[config.mk]
export PLATFORM = sky130hd
export DESIGN_NAME = mrv1_mt_sched
export DESIGN_NICKNAME = d
export VERILOG_FILES = /design/src/rtl/mrv1_mt_pkg.sv /design/src/rtl/mrv1_rr_arbiter.sv /design/src/rtl/mrv1_mt_sched.sv
export SDC_FILE = /design/constraint.sdc
export NUM_CORES = 1
export LEC_CHECK = 0
export ABC_AREA = 1
export BUFFER_PORTS_ARGS = -buffer_cell sky130_fd_sc_hd__buf_2
export CAP_MARGIN = 20
export CELL_PAD_IN_SITES_DETAIL_PLACEMENT = 1
export CELL_PAD_IN_SITES_GLOBAL_PLACEMENT = 1
export CORE_ASPECT_RATIO = 1.2
export CORE_MARGIN = 5
export CORE_UTILIZATION = 44
export DETAILED_ROUTE_END_ITERATION = 10
export PLACE_DENSITY_LB_ADDON = 0.08
export RECOVER_POWER = 25
export SKIP_CTS_REPAIR_TIMING = 1
export SYNTH_ARGS = -nofsm -noshare
export SYNTH_HDL_FRONTEND = slang
export SYNTH_SLANG_ARGS = --single-unit
export TNS_END_PERCENT = 100
[constraint.sdc]
create_clock -name clk_i -period 4.08 [get_ports clk_i]
set_clock_uncertainty 0.15 [all_clocks]
set_input_delay 0.204 -clock clk_i [delete_from_list [all_inputs] [get_ports clk_i]]
set_output_delay 0.204 -clock clk_i [all_outputs]
set_load 0.02 [all_outputs]
[src/rtl/mrv1_mt_pkg.sv]
// Shared types and defaults for the mrv1 multithreaded front end.
package mrv1_mt_pkg;

  localparam int unsigned NUM_THREADS  = 8;
  localparam int unsigned NUM_BARRIERS = 4;
  localparam int unsigned TID_W        = $clog2(NUM_THREADS);
  localparam int unsigned BID_W        = $clog2(NUM_BARRIERS);
  localparam logic [31:0] STARTUP_PC   = 32'h0;

  typedef logic [TID_W-1:0] tid_t;
  typedef logic [BID_W-1:0] bid_t;

  typedef struct packed {
    logic        active;
    logic        locked;
    logic        stalled;
    logic        redirected;
    logic [31:0] pc;
  } thread_state_t;

endpackage

[src/rtl/mrv1_rr_arbiter.sv]
// Round-robin arbiter: first request at or after ptr_i, wrapping (N_P power of two).
module mrv1_rr_arbiter #(
  parameter int unsigned N_P     = 8,
  parameter int unsigned IDX_W_P = $clog2(N_P)
) (
  input  logic [N_P-1:0]     req_i,
  input  logic [IDX_W_P-1:0] ptr_i,
  output logic [N_P-1:0]     gnt_o,
  output logic               vld_o,
  output logic [IDX_W_P-1:0] idx_o
);

  logic [IDX_W_P-1:0] cand;

  always_comb begin
    vld_o = 1'b0;
    idx_o = '0;
    cand  = '0;
    for (int unsigned i = 0; i < N_P; i++) begin
      cand = IDX_W_P'(ptr_i + IDX_W_P'(i));
      if (!vld_o && req_i[cand]) begin
        vld_o = 1'b1;
        idx_o = cand;
      end
    end
    gnt_o = vld_o ? (N_P'(1) << idx_o) : '0;
  end

endmodule

[src/rtl/mrv1_mt_sched.sv]
// IMT thread scheduler: round-robin grant, per-thread PC/lock tracking, spawn/exit, barriers.
// Barrier support is built only when MRV1_MT_SCHED_BARRIER_EN is defined.
module mrv1_mt_sched
  import mrv1_mt_pkg::*;
#(
  parameter int unsigned NUM_THREADS_P  = 8,
  parameter int unsigned NUM_BARRIERS_P = 4,
  parameter logic [31:0] STARTUP_PC_P   = STARTUP_PC,
  localparam int unsigned tid_width_lp  = $clog2(NUM_THREADS_P),
  localparam int unsigned bid_width_lp  = (NUM_BARRIERS_P > 1) ? $clog2(NUM_BARRIERS_P) : 1
) (
  input  logic                    clk_i,
  input  logic                    rst_ni,
  input  logic                    sched_rdy_i,
  output logic                    sched_vld_o,
  output logic [tid_width_lp-1:0] sched_tid_o,
  output logic [31:0]             sched_pc_o,
  input  logic                    fetch_done_i,
  input  logic [tid_width_lp-1:0] fetch_tid_i,
  input  logic [31:0]             fetch_pc_i,
  input  logic                    dec_j_vld_i,
  input  logic [tid_width_lp-1:0] dec_tid_i,
  input  logic [31:0]             dec_j_pc_i,
  input  logic                    exec_b_vld_i,
  input  logic [tid_width_lp-1:0] exec_tid_i,
  input  logic [31:0]             exec_b_pc_i,
  input  logic                    wstall_vld_i,
  input  logic [tid_width_lp-1:0] wstall_tid_i,
  input  logic                    th_ctl_vld_i,
  input  logic [tid_width_lp-1:0] th_ctl_tid_i,
  input  logic                    th_ctl_tspawn_vld_i,
  input  logic [31:0]             th_ctl_tspawn_pc_i,
  input  logic                    th_ctl_exit_vld_i,
  input  logic                    th_ctl_barrier_vld_i,
  input  logic [bid_width_lp-1:0] th_ctl_barrier_id_i,
  input  logic [tid_width_lp-1:0] th_ctl_barrier_size_m1_i,
  output logic                    spawn_ack_o,
  output logic [tid_width_lp-1:0] spawn_tid_o,
  output logic                    spawn_full_o,
  output logic                    idle_o
);

  thread_state_t             th_q [NUM_THREADS_P];
  thread_state_t             th_d [NUM_THREADS_P];
  logic [tid_width_lp-1:0]   rr_ptr_q, rr_ptr_d;
  logic                      run_q;

  logic [NUM_THREADS_P-1:0]  active_v, ready_v, bwait_v, gnt_v;
  logic                      arb_vld, grant_fire, barrier_take, spawn_req, spawn_free;
  logic [tid_width_lp-1:0]   arb_idx, spawn_idx;

`ifdef MRV1_MT_SCHED_BARRIER_EN
  logic [NUM_THREADS_P-1:0]  bar_mask_q [NUM_BARRIERS_P];
  logic [NUM_THREADS_P-1:0]  bar_mask_d [NUM_BARRIERS_P];
  logic [tid_width_lp-1:0]   bar_cnt_q  [NUM_BARRIERS_P];
  logic [tid_width_lp-1:0]   bar_cnt_d  [NUM_BARRIERS_P];

  assign barrier_take = th_ctl_vld_i & ~th_ctl_exit_vld_i & th_ctl_barrier_vld_i;

  always_comb begin
    bwait_v = '0;
    for (int unsigned b = 0; b < NUM_BARRIERS_P; b++) bwait_v = bwait_v | bar_mask_q[b];
  end

  // Last arrival releases everyone and is itself never parked.
  always_comb begin
    bar_mask_d = bar_mask_q;
    bar_cnt_d  = bar_cnt_q;
    if (barrier_take) begin
      if (bar_cnt_q[th_ctl_barrier_id_i] == th_ctl_barrier_size_m1_i) begin
        bar_mask_d[th_ctl_barrier_id_i] = '0;
        bar_cnt_d[th_ctl_barrier_id_i]  = '0;
      end else begin
        bar_mask_d[th_ctl_barrier_id_i][th_ctl_tid_i] = 1'b1;
        bar_cnt_d[th_ctl_barrier_id_i] =
          tid_width_lp'(bar_cnt_q[th_ctl_barrier_id_i] + 1'b1);
      end
    end
  end

  always_ff @(posedge clk_i or negedge rst_ni) begin
    if (!rst_ni) begin
      for (int unsigned b = 0; b < NUM_BARRIERS_P; b++) begin
        bar_mask_q[b] <= '0;
        bar_cnt_q[b]  <= '0;
      end
    end else begin
      bar_mask_q <= bar_mask_d;
      bar_cnt_q  <= bar_cnt_d;
    end
  end
`else
  logic unused_barrier;
  assign unused_barrier = ^{th_ctl_barrier_vld_i, th_ctl_barrier_id_i, th_ctl_barrier_size_m1_i};
  assign barrier_take   = 1'b0;
  assign bwait_v        = '0;
`endif

  always_comb begin
    for (int unsigned i = 0; i < NUM_THREADS_P; i++) begin
      active_v[i] = th_q[i].active;
      ready_v[i]  = th_q[i].active & ~th_q[i].locked & ~th_q[i].stalled & ~bwait_v[i];
    end
  end

  mrv1_rr_arbiter #(.N_P(NUM_THREADS_P), .IDX_W_P(tid_width_lp)) u_arb (
    .req_i (ready_v),
    .ptr_i (rr_ptr_q),
    .gnt_o (gnt_v),
    .vld_o (arb_vld),
    .idx_o (arb_idx)
  );

  logic unused_gnt;
  assign unused_gnt  = ^gnt_v;

  assign sched_vld_o = run_q & arb_vld;
  assign sched_tid_o = run_q ? arb_idx : '0;
  assign sched_pc_o  = run_q ? th_q[arb_idx].pc : '0;
  assign grant_fire  = sched_vld_o & sched_rdy_i;
  assign idle_o      = ~|active_v;

  // Lowest-index free slot for spawn.
  always_comb begin
    spawn_free = 1'b0;
    spawn_idx  = '0;
    for (int unsigned i = 0; i < NUM_THREADS_P; i++) begin
      if (!spawn_free && !active_v[i]) begin
        spawn_free = 1'b1;
        spawn_idx  = tid_width_lp'(i);
      end
    end
  end

  assign spawn_req    = run_q & th_ctl_vld_i & th_ctl_tspawn_vld_i & ~th_ctl_exit_vld_i & ~barrier_take;
  assign spawn_ack_o  = spawn_req & spawn_free;
  assign spawn_full_o = spawn_req & ~spawn_free;
  assign spawn_tid_o  = spawn_ack_o ? spawn_idx : '0;

  // Update order encodes priority: later writes win (exec > dec > fetch_done, redirect > wstall).
  always_comb begin
    th_d     = th_q;
    rr_ptr_d = rr_ptr_q;
    if (grant_fire) begin
      th_d[arb_idx].locked     = 1'b1;
      th_d[arb_idx].redirected = 1'b0;
      rr_ptr_d                 = tid_width_lp'(arb_idx + 1'b1);
    end
    if (fetch_done_i) begin
      th_d[fetch_tid_i].locked = 1'b0;
      if (!th_q[fetch_tid_i].redirected) th_d[fetch_tid_i].pc = fetch_pc_i + 32'd4;
    end
    if (wstall_vld_i) th_d[wstall_tid_i].stalled = 1'b1;
    if (dec_j_vld_i) begin
      th_d[dec_tid_i].pc      = dec_j_pc_i;
      th_d[dec_tid_i].stalled = 1'b0;
      if (th_d[dec_tid_i].locked) th_d[dec_tid_i].redirected = 1'b1;
    end
    if (exec_b_vld_i) begin
      th_d[exec_tid_i].pc      = exec_b_pc_i;
      th_d[exec_tid_i].stalled = 1'b0;
      if (th_d[exec_tid_i].locked) th_d[exec_tid_i].redirected = 1'b1;
    end
    if (th_ctl_vld_i && th_ctl_exit_vld_i) begin
      th_d[th_ctl_tid_i].active = 1'b0;
      th_d[th_ctl_tid_i].locked = 1'b0;
    end else if (spawn_ack_o) begin
      th_d[spawn_idx] = '{active: 1'b1, locked: 1'b0, stalled: 1'b0,
                          redirected: 1'b0, pc: th_ctl_tspawn_pc_i};
    end
  end

  always_ff @(posedge clk_i or negedge rst_ni) begin
    if (!rst_ni) begin
      for (int unsigned i = 0; i < NUM_THREADS_P; i++) th_q[i] <= '0;
      th_q[0]  <= '{active: 1'b1, locked: 1'b0, stalled: 1'b0,
                    redirected: 1'b0, pc: STARTUP_PC_P};
      rr_ptr_q <= '0;
      run_q    <= 1'b0;
    end else begin
      th_q     <= th_d;
      rr_ptr_q <= rr_ptr_d;
      run_q    <= 1'b1;
    end
  end

endmodule

==> results.yml, run 1 <==
setup_path:
  r2r_cells: 15
  path_max_fanout: 6
  crit_chain: "inv_2, ha_4, buf_6, nand3_2, nand3_2, nand2_2, nor2_2, nand4_2, nor2_4, nand4_1, nand3_4, inv_8, buf_12, buf_8, o211ai_1, o2111ai_2, a22oi_2, buf_6"
  reg2reg_slack_ns: 0.01
  rr_startpoint: "active_v[2]"
  arrival_ns: 4.01
  worst_setup_path_end_kind: "output port"
  startpoint: "rr_ptr_q[0]"
  worstPathRequired_ns: 3.73
  rr_endpoint: "th_q[208]"
  cp-start-kind: "flip-flop"
  critPathKind: "flip-flop to output port"
  endpoint: "sched_pc_o[10]"
  slowest_stage: "dfrtp_1"
  slowest_delay_ns: 0.42
detailed_routing:
  drt_wl_total_mm: 129.8
  post_drt_wl_per_cell_um: 31.75
  ant_nets: 0
  drt_first_pass_iters: 6
  first_iter_violations: 4050
  viasPerCell: 7.112
  drc: 0
  vias: 29070
sta:
  setup_viol: 32
  timing.final.ws_setup_ns: -0.2822
  finalHoldViolations: 11
  hold_ws_ns: -0.04911
  tightestPinTransition_ns: 2.635
  slew_viol_final: 90
  min_period_ns: 4.362
  fmax_ghz: 0.2292
  relSlewSlack: -0.7565
  rsz0062_at_grt: "yes"
  fin_crit_sh: 1.069
synth:
  synthSimpleGateAreaFrac: 0.1989
  synth_fa_ha_area_frac: 0.001733
  synth_edf_count: 0
  async_flop_share: 1.000
  synthMuxAreaShare: 0.001848
  ys_ff_latch: 292
  yosys_most_used_dff: "dfrtp_1"
  synth_xor_area_frac: 0.01323
  synth_fp_nets: 3290
  syn-cell-area_mm2: 0.02166
  synth_top_family_by_area: "compound AO/OA/AOI/OAI gates"
  ys_seq_area_frac: 0.3374
  synth-compound-area-share: 0.3473
  synth_warnings: 0
  ys_types: 55
  syn_inst: 3128
  syn_area_per_cell_um2: 6.925
grt:
  grt_pass1_wl_mm: 174.6
  grt_max_degree: 91
  grtUsageTotal: 0.4283
  antenna_found_initial: 4
  grt.overflow.total: 0
  grt_pass1_vias: 27710
clock_tree:
  tritoncts: "yes"
  clkTransAtPathRegs_ns: 0.06
  clk_latency_ns: 0.56
  cts_root_buffer: "clkbuf_16"
  clock_sinks: 292
  cts_buffer_depth: 3
  htreeDepth: 2
  numCtsBuffers: 37
cells_and_area:
  drive_gt1_frac: 0.1785
  area_delta_synth_final_pct: 28.67
  finalNetCount: 3584
  final_common_cell: "nand2_1"
  fin_area_mm2: 0.02787
  final_cell_mix: "nand2_1 (483), o21ai_0 (341), a21oi_1 (297)"
  num-fill-cells: 6178
die:
  rows: 89
  die_height_um: 253.1
  die-area_mm2: 0.05379
  initial_core_util: 0.4421
  fp.dieW_um: 212.5
  fp.coreArea_mm2: 0.04900
  ios: 201
job:
  maxCapViolations: 1
power_and_ir_drop:
  ir_drop_uv: 927.7
  power_w: 0.03441
  leakage_nw: 12.14
  power_density_mw_per_mm2: 1234
place:
  finalWeightedCongestion: 0.9459
  portBuffers: 194
  hpwlAfterDp_mm: 75.06
  place_ws_ns: -0.04154
  placed_area_mm2: 0.02366
status:
  failed_checks: "hold timing, capacitance limit, slew limit, setup timing"
  status: "finished with violations"
worst_hold_path:
  hold_path.class: "input port to flip-flop"
  worst_hold_startpoint: "dec_j_pc_i[4]"
==> critical path: cells and delay by family (launching register included) <==
family,cells,cell delay (ns)
flops,1,0.42
fa+ha+maj,1,0.35
simple gates,8,1.16
compound gates,3,0.68
buf+inv,6,0.84
==> cell families (layout without fill, tap and decap cells) <==
| logic type | count (synthesis) | in the layout |
|---|---|---|
| simple gates | 1022 | 1022 |
| xor+xnor | 31 | 31 |
| fa+ha+maj | 3 | 3 |
| mux | 4 | 4 |
| buf+inv | 556 | 873 |
| other cells | 1 | 6 |
| compound gates | 1219 | 1219 |
| flops | 292 | 292 |
==> cell usage after synthesis, types with 3 or more instances <==
master / n / area (µm²)
buf_4: 3 / 22.52
clkbuf_1: 211 / 792.0
nor3_1: 19 / 95.09
o22ai_1: 67 / 419.2
nor2_1: 285 / 1070
a2111oi_0: 11 / 96.34
inv_1: 261 / 979.7
nand2_1: 497 / 1866
dfrtp_1: 291 / 7282
a211oi_1: 30 / 225.2
ha_1: 3 / 37.54
nand2_2: 10 / 62.56
nand3_1: 158 / 790.8
o21a_1: 3 / 22.52
o21ai_0: 353 / 1767
buf_1: 30 / 112.6
a221oi_1: 45 / 394.1
o221ai_1: 50 / 437.9
inv_2: 10 / 37.54
nor2_4: 4 / 45.04
o2111ai_1: 25 / 219.0
a22oi_1: 51 / 382.9
nand3b_1: 4 / 30.03
nand3_2: 7 / 70.07
buf_2: 25 / 125.1
mux2i_1: 4 / 40.04
nor4_1: 7 / 43.79
buf_6: 3 / 33.78
nor2_2: 5 / 31.28
xnor2_1: 4 / 35.03
a31oi_1: 69 / 431.7
xor2_1: 25 / 219.0
o211ai_1: 194 / 1456
a311oi_1: 5 / 43.79
a21oi_1: 305 / 1526
nand4_1: 18 / 112.6
clkinv_1: 11 / 41.29
==> layer usage <==
layer,global-route usage,vias up,wire (µm)
met1,0.5314,14250,45800
met3,0.09480,805,15120
li1,-,11700,-
met5,0,-,13
met2,0.6600,2303,56130
met4,0.3002,2,12690
==> flip-flops by register name, summed over array words and instances, names as in the netlist <==
register / count
th_q: 280
active_v: 8
rr_ptr_q: 3
run_q: 1
==> stage by stage <==
stage,instances,TNS [ns],utilization
6_report,4087,-4.414,0.5688
5_1_grt,4083,-8.423,0.5686
4_1_cts,3877,-9.858,0.5066
3_5_place_dp,3815,-0.04154,0.4828
3_3_place_gp,3815,0,0.4828
2_1_floorplan,3128,0,-
==> area by class of cell <==
type	instances	area [µm²]	share of cell area
antenna	5	12.51	0.0004489
clock buffer	57	1134	0.04067
clock inverter	5	33.78	0.001212
inverter	282	1084	0.03888
multi-input combinational	2280	12930	0.4638
sequential	292	7308	0.2622
tap	637	797.0	0.02860
timing repair buffer	529	4577	0.1642
==> how the worst min path moves through the flow <==
stage	endpoint	slack (ns)	cells after the start
floorplan	active_v[1]	-0.24	0
global placement	th_q[150]	0.15	1
detailed placement	th_q[150]	0.14	1
CTS	th_q[150]	-0.46	1
global route	th_q[4]	0.004	5
finish	th_q[4]	-0.05	5
==> power by group <==
| group | total, W | switching [W] | internal [W] | leakage (nW) |
|---|---|---|---|---|
| combinational | 0.0266 | 0.0159 | 0.0107 | 8.15 |
| clock | 0.00334 | 0.00144 | 0.00190 | 0.569 |
| sequential | 0.00447 | 0.000619 | 0.00385 | 3.42 |
No activity file was read; power rests on OpenSTA's default activity.
==> inputs of run 2 (changes only) <==
--- a/config.mk
+++ b/config.mk
@@ -6,17 +6,18 @@
 export NUM_CORES = 1
 export LEC_CHECK = 0
 export ABC_AREA = 1
-export BUFFER_PORTS_ARGS = -buffer_cell sky130_fd_sc_hd__buf_2
 export CAP_MARGIN = 20
 export CELL_PAD_IN_SITES_DETAIL_PLACEMENT = 1
 export CELL_PAD_IN_SITES_GLOBAL_PLACEMENT = 1
 export CORE_ASPECT_RATIO = 1.2
 export CORE_MARGIN = 5
-export CORE_UTILIZATION = 44
+export CORE_UTILIZATION = 47
 export DETAILED_ROUTE_END_ITERATION = 10
+export DONT_BUFFER_PORTS = 1
 export PLACE_DENSITY_LB_ADDON = 0.08
 export RECOVER_POWER = 25
 export SKIP_CTS_REPAIR_TIMING = 1
+export SLEW_MARGIN = 25
 export SYNTH_ARGS = -nofsm -noshare
 export SYNTH_HDL_FRONTEND = slang
 export SYNTH_SLANG_ARGS = --single-unit
==> results.yml, run 2 (synthesis results as in run 1) <==
die:
  initial_core_util: 0.4737
  rows: 86
  fp.coreArea_mm2: 0.04573
  fp.dieW_um: 206.0
  die_height_um: 245.2
  ios: 201
  die-area_mm2: 0.05050
place:
  portBuffers: 0
  finalWeightedCongestion: 0.9443
  hpwlAfterDp_mm: 71.90
  place_ws_ns: 0.05142
detailed_routing:
  vias: 28940
  post_drt_wl_per_cell_um: 33.69
  drc: 2
  maxUsedRoutingLayer: "met5"
  wl_met2_mm: 56.34
  ant_nets: 0
  drt_wl_total_mm: 131.7
  drt-met1-wl_mm: 44.52
  viasPerCell: 7.401
  drt_first_pass_iters: 9
  first_iter_violations: 3882
  wl_met3_mm: 16.86
sta:
  fin_crit_sh: 1.118
  finalHoldViolations: 301
  relSlewSlack: 0.1925
  min_period_ns: 4.560
  slew_viol_final: 0
  tightestPinTransition_ns: 1.204
  hold_ws_ns: -0.8188
  fmax_ghz: 0.2193
  timing.final.ws_setup_ns: -0.4800
  rsz0062_at_grt: "yes"
  setup_viol: 40
setup_path:
  path_max_fanout: 8
  critPathKind: "flip-flop to output port"
  slowest_delay_ns: 0.49
  slowest_stage: "dfrtp_1"
  arrival_ns: 4.21
  cp-start-kind: "flip-flop"
  crit_chain: "inv_2, ha_4, nand3_1, and2_1, nor2_1, a21oi_2, inv_1, nand4_1, nand3_4, nand2_8, buf_12, nand2_8, buf_4, clkbuf_16, buf_4, o2111ai_4, a22oi_2, buf_6"
  worstPathRequired_ns: 3.73
  worst_setup_path_end_kind: "output port"
cells_and_area:
  final_common_cell: "nand2_1"
  regMostFlops: "th_q"
  final_cell_mix: "nand2_1 (473), o21ai_0 (343), a21oi_1 (299)"
  drive_gt1_frac: 0.1380
  num-fill-cells: 5659
  largest_reg_flops: 280
  area_delta_synth_final_pct: 25.72
  final_core_util: 0.5955
  finalNetCount: 3424
grt:
  grt_pass1_vias: 27330
  antenna_found_initial: 4
  grt_max_degree: 293
  grt.overflow.total: 0
  grt_pass1_wl_mm: 169.6
  grtUsageTotal: 0.4422
clock_tree:
  cts_root_buffer: "clkbuf_16"
  tritoncts: "yes"
  clkTransAtPathRegs_ns: 0.07
  clk_latency_ns: 0.56
  numCtsBuffers: 38
  cts_buffer_depth: 3
  htreeDepth: 2
  clock_sinks: 292
status:
  failed_checks: "DRC, hold timing, setup timing"
  status: "finished with violations"
power_and_ir_drop:
  p_switching_w: 0.01871
  intPower_w: 0.01652
  power_frac_clock: 0.095
  switching_share: 0.5311
  leakage_nw: 11.51
  power_density_mw_per_mm2: 1294
  combPwrFrac: 0.777
  ir_drop_uv: 1098
  p_seq_frac: 0.128
job:
  maxCapViolations: 0
worst_hold_path:
  hold_path.class: "input port to async pin"
run 2: power groups by stage:
stage               logic, W  registers, W  clock network [W]
detailed placement    0.0167       0.00443                  0
global placement      0.0163       0.00439                  0
floorplan             0.0104       0.00425                  0
finish                0.0274       0.00451            0.00333
global route          0.0278       0.00455            0.00342
CTS                   0.0168       0.00439            0.00330
run 2: routing by layer:
metal  global-route usage  vias up
li1                     -    11400
met1               0.5457    14100
met2               0.6827     2515
met3              0.09844      918
met4               0.3105        2
met5                    0        -
run 2: critical path, delay by kind of cell, from the launching register on:
| kind | cells | cell delay [ns] |
|---|---|---|
| AOI/OAI and AO/OA | 3 | 0.50 |
| adders and majority gates | 1 | 0.37 |
| and+or+nand+nor | 7 | 1.20 |
| buffers and inverters | 7 | 1.08 |
| DFF | 1 | 0.49 |
run 2: path summary, 6_finish.rpt:
kind                                     from              to  slack (ns)  depth (start not counted)
max in group asynchronous              rst_ni     rr_ptr_q[2]        3.70                          0
worst min register to register       th_q[40]        th_q[40]        0.44                          2
worst max register to register    rr_ptr_q[1]       th_q[212]       -0.11                         25
min in group clk_i              dec_j_pc_i[9]       th_q[261]       -0.06                          4
worst max-delay path              rr_ptr_q[1]  sched_pc_o[15]       -0.48                         18
worst min-delay path                   rst_ni        th_q[43]       -0.82                          0
run 2: layout make-up:
type	instances	area, µm²	share of cell area
multi-input cells	2280	13000	0.4773
repair buffers	368	3887	0.1428
clock inverters	6	43.79	0.001608
flip-flops and latches	292	7311	0.2685
diodes	5	12.51	0.0004595
well taps	616	770.7	0.02830
inverters	282	1092	0.04011
clock buffers	61	1117	0.04103
run 2: stage by stage:
stage               power, W  instance area [µm²]  instances  setup TNS (ns)  hold slack, ns
floorplan            0.01461                21660       3128               0         -0.2416
global placement     0.02072                22640       3601               0         -0.2322
detailed placement   0.02115                22640       3601               0         -0.2324
CTS                  0.02451                23800       3668          -10.12         -0.8269
global route         0.03572                27230       3908          -12.15         -0.8275
finish               0.03523                27230       3910          -10.71         -0.8188
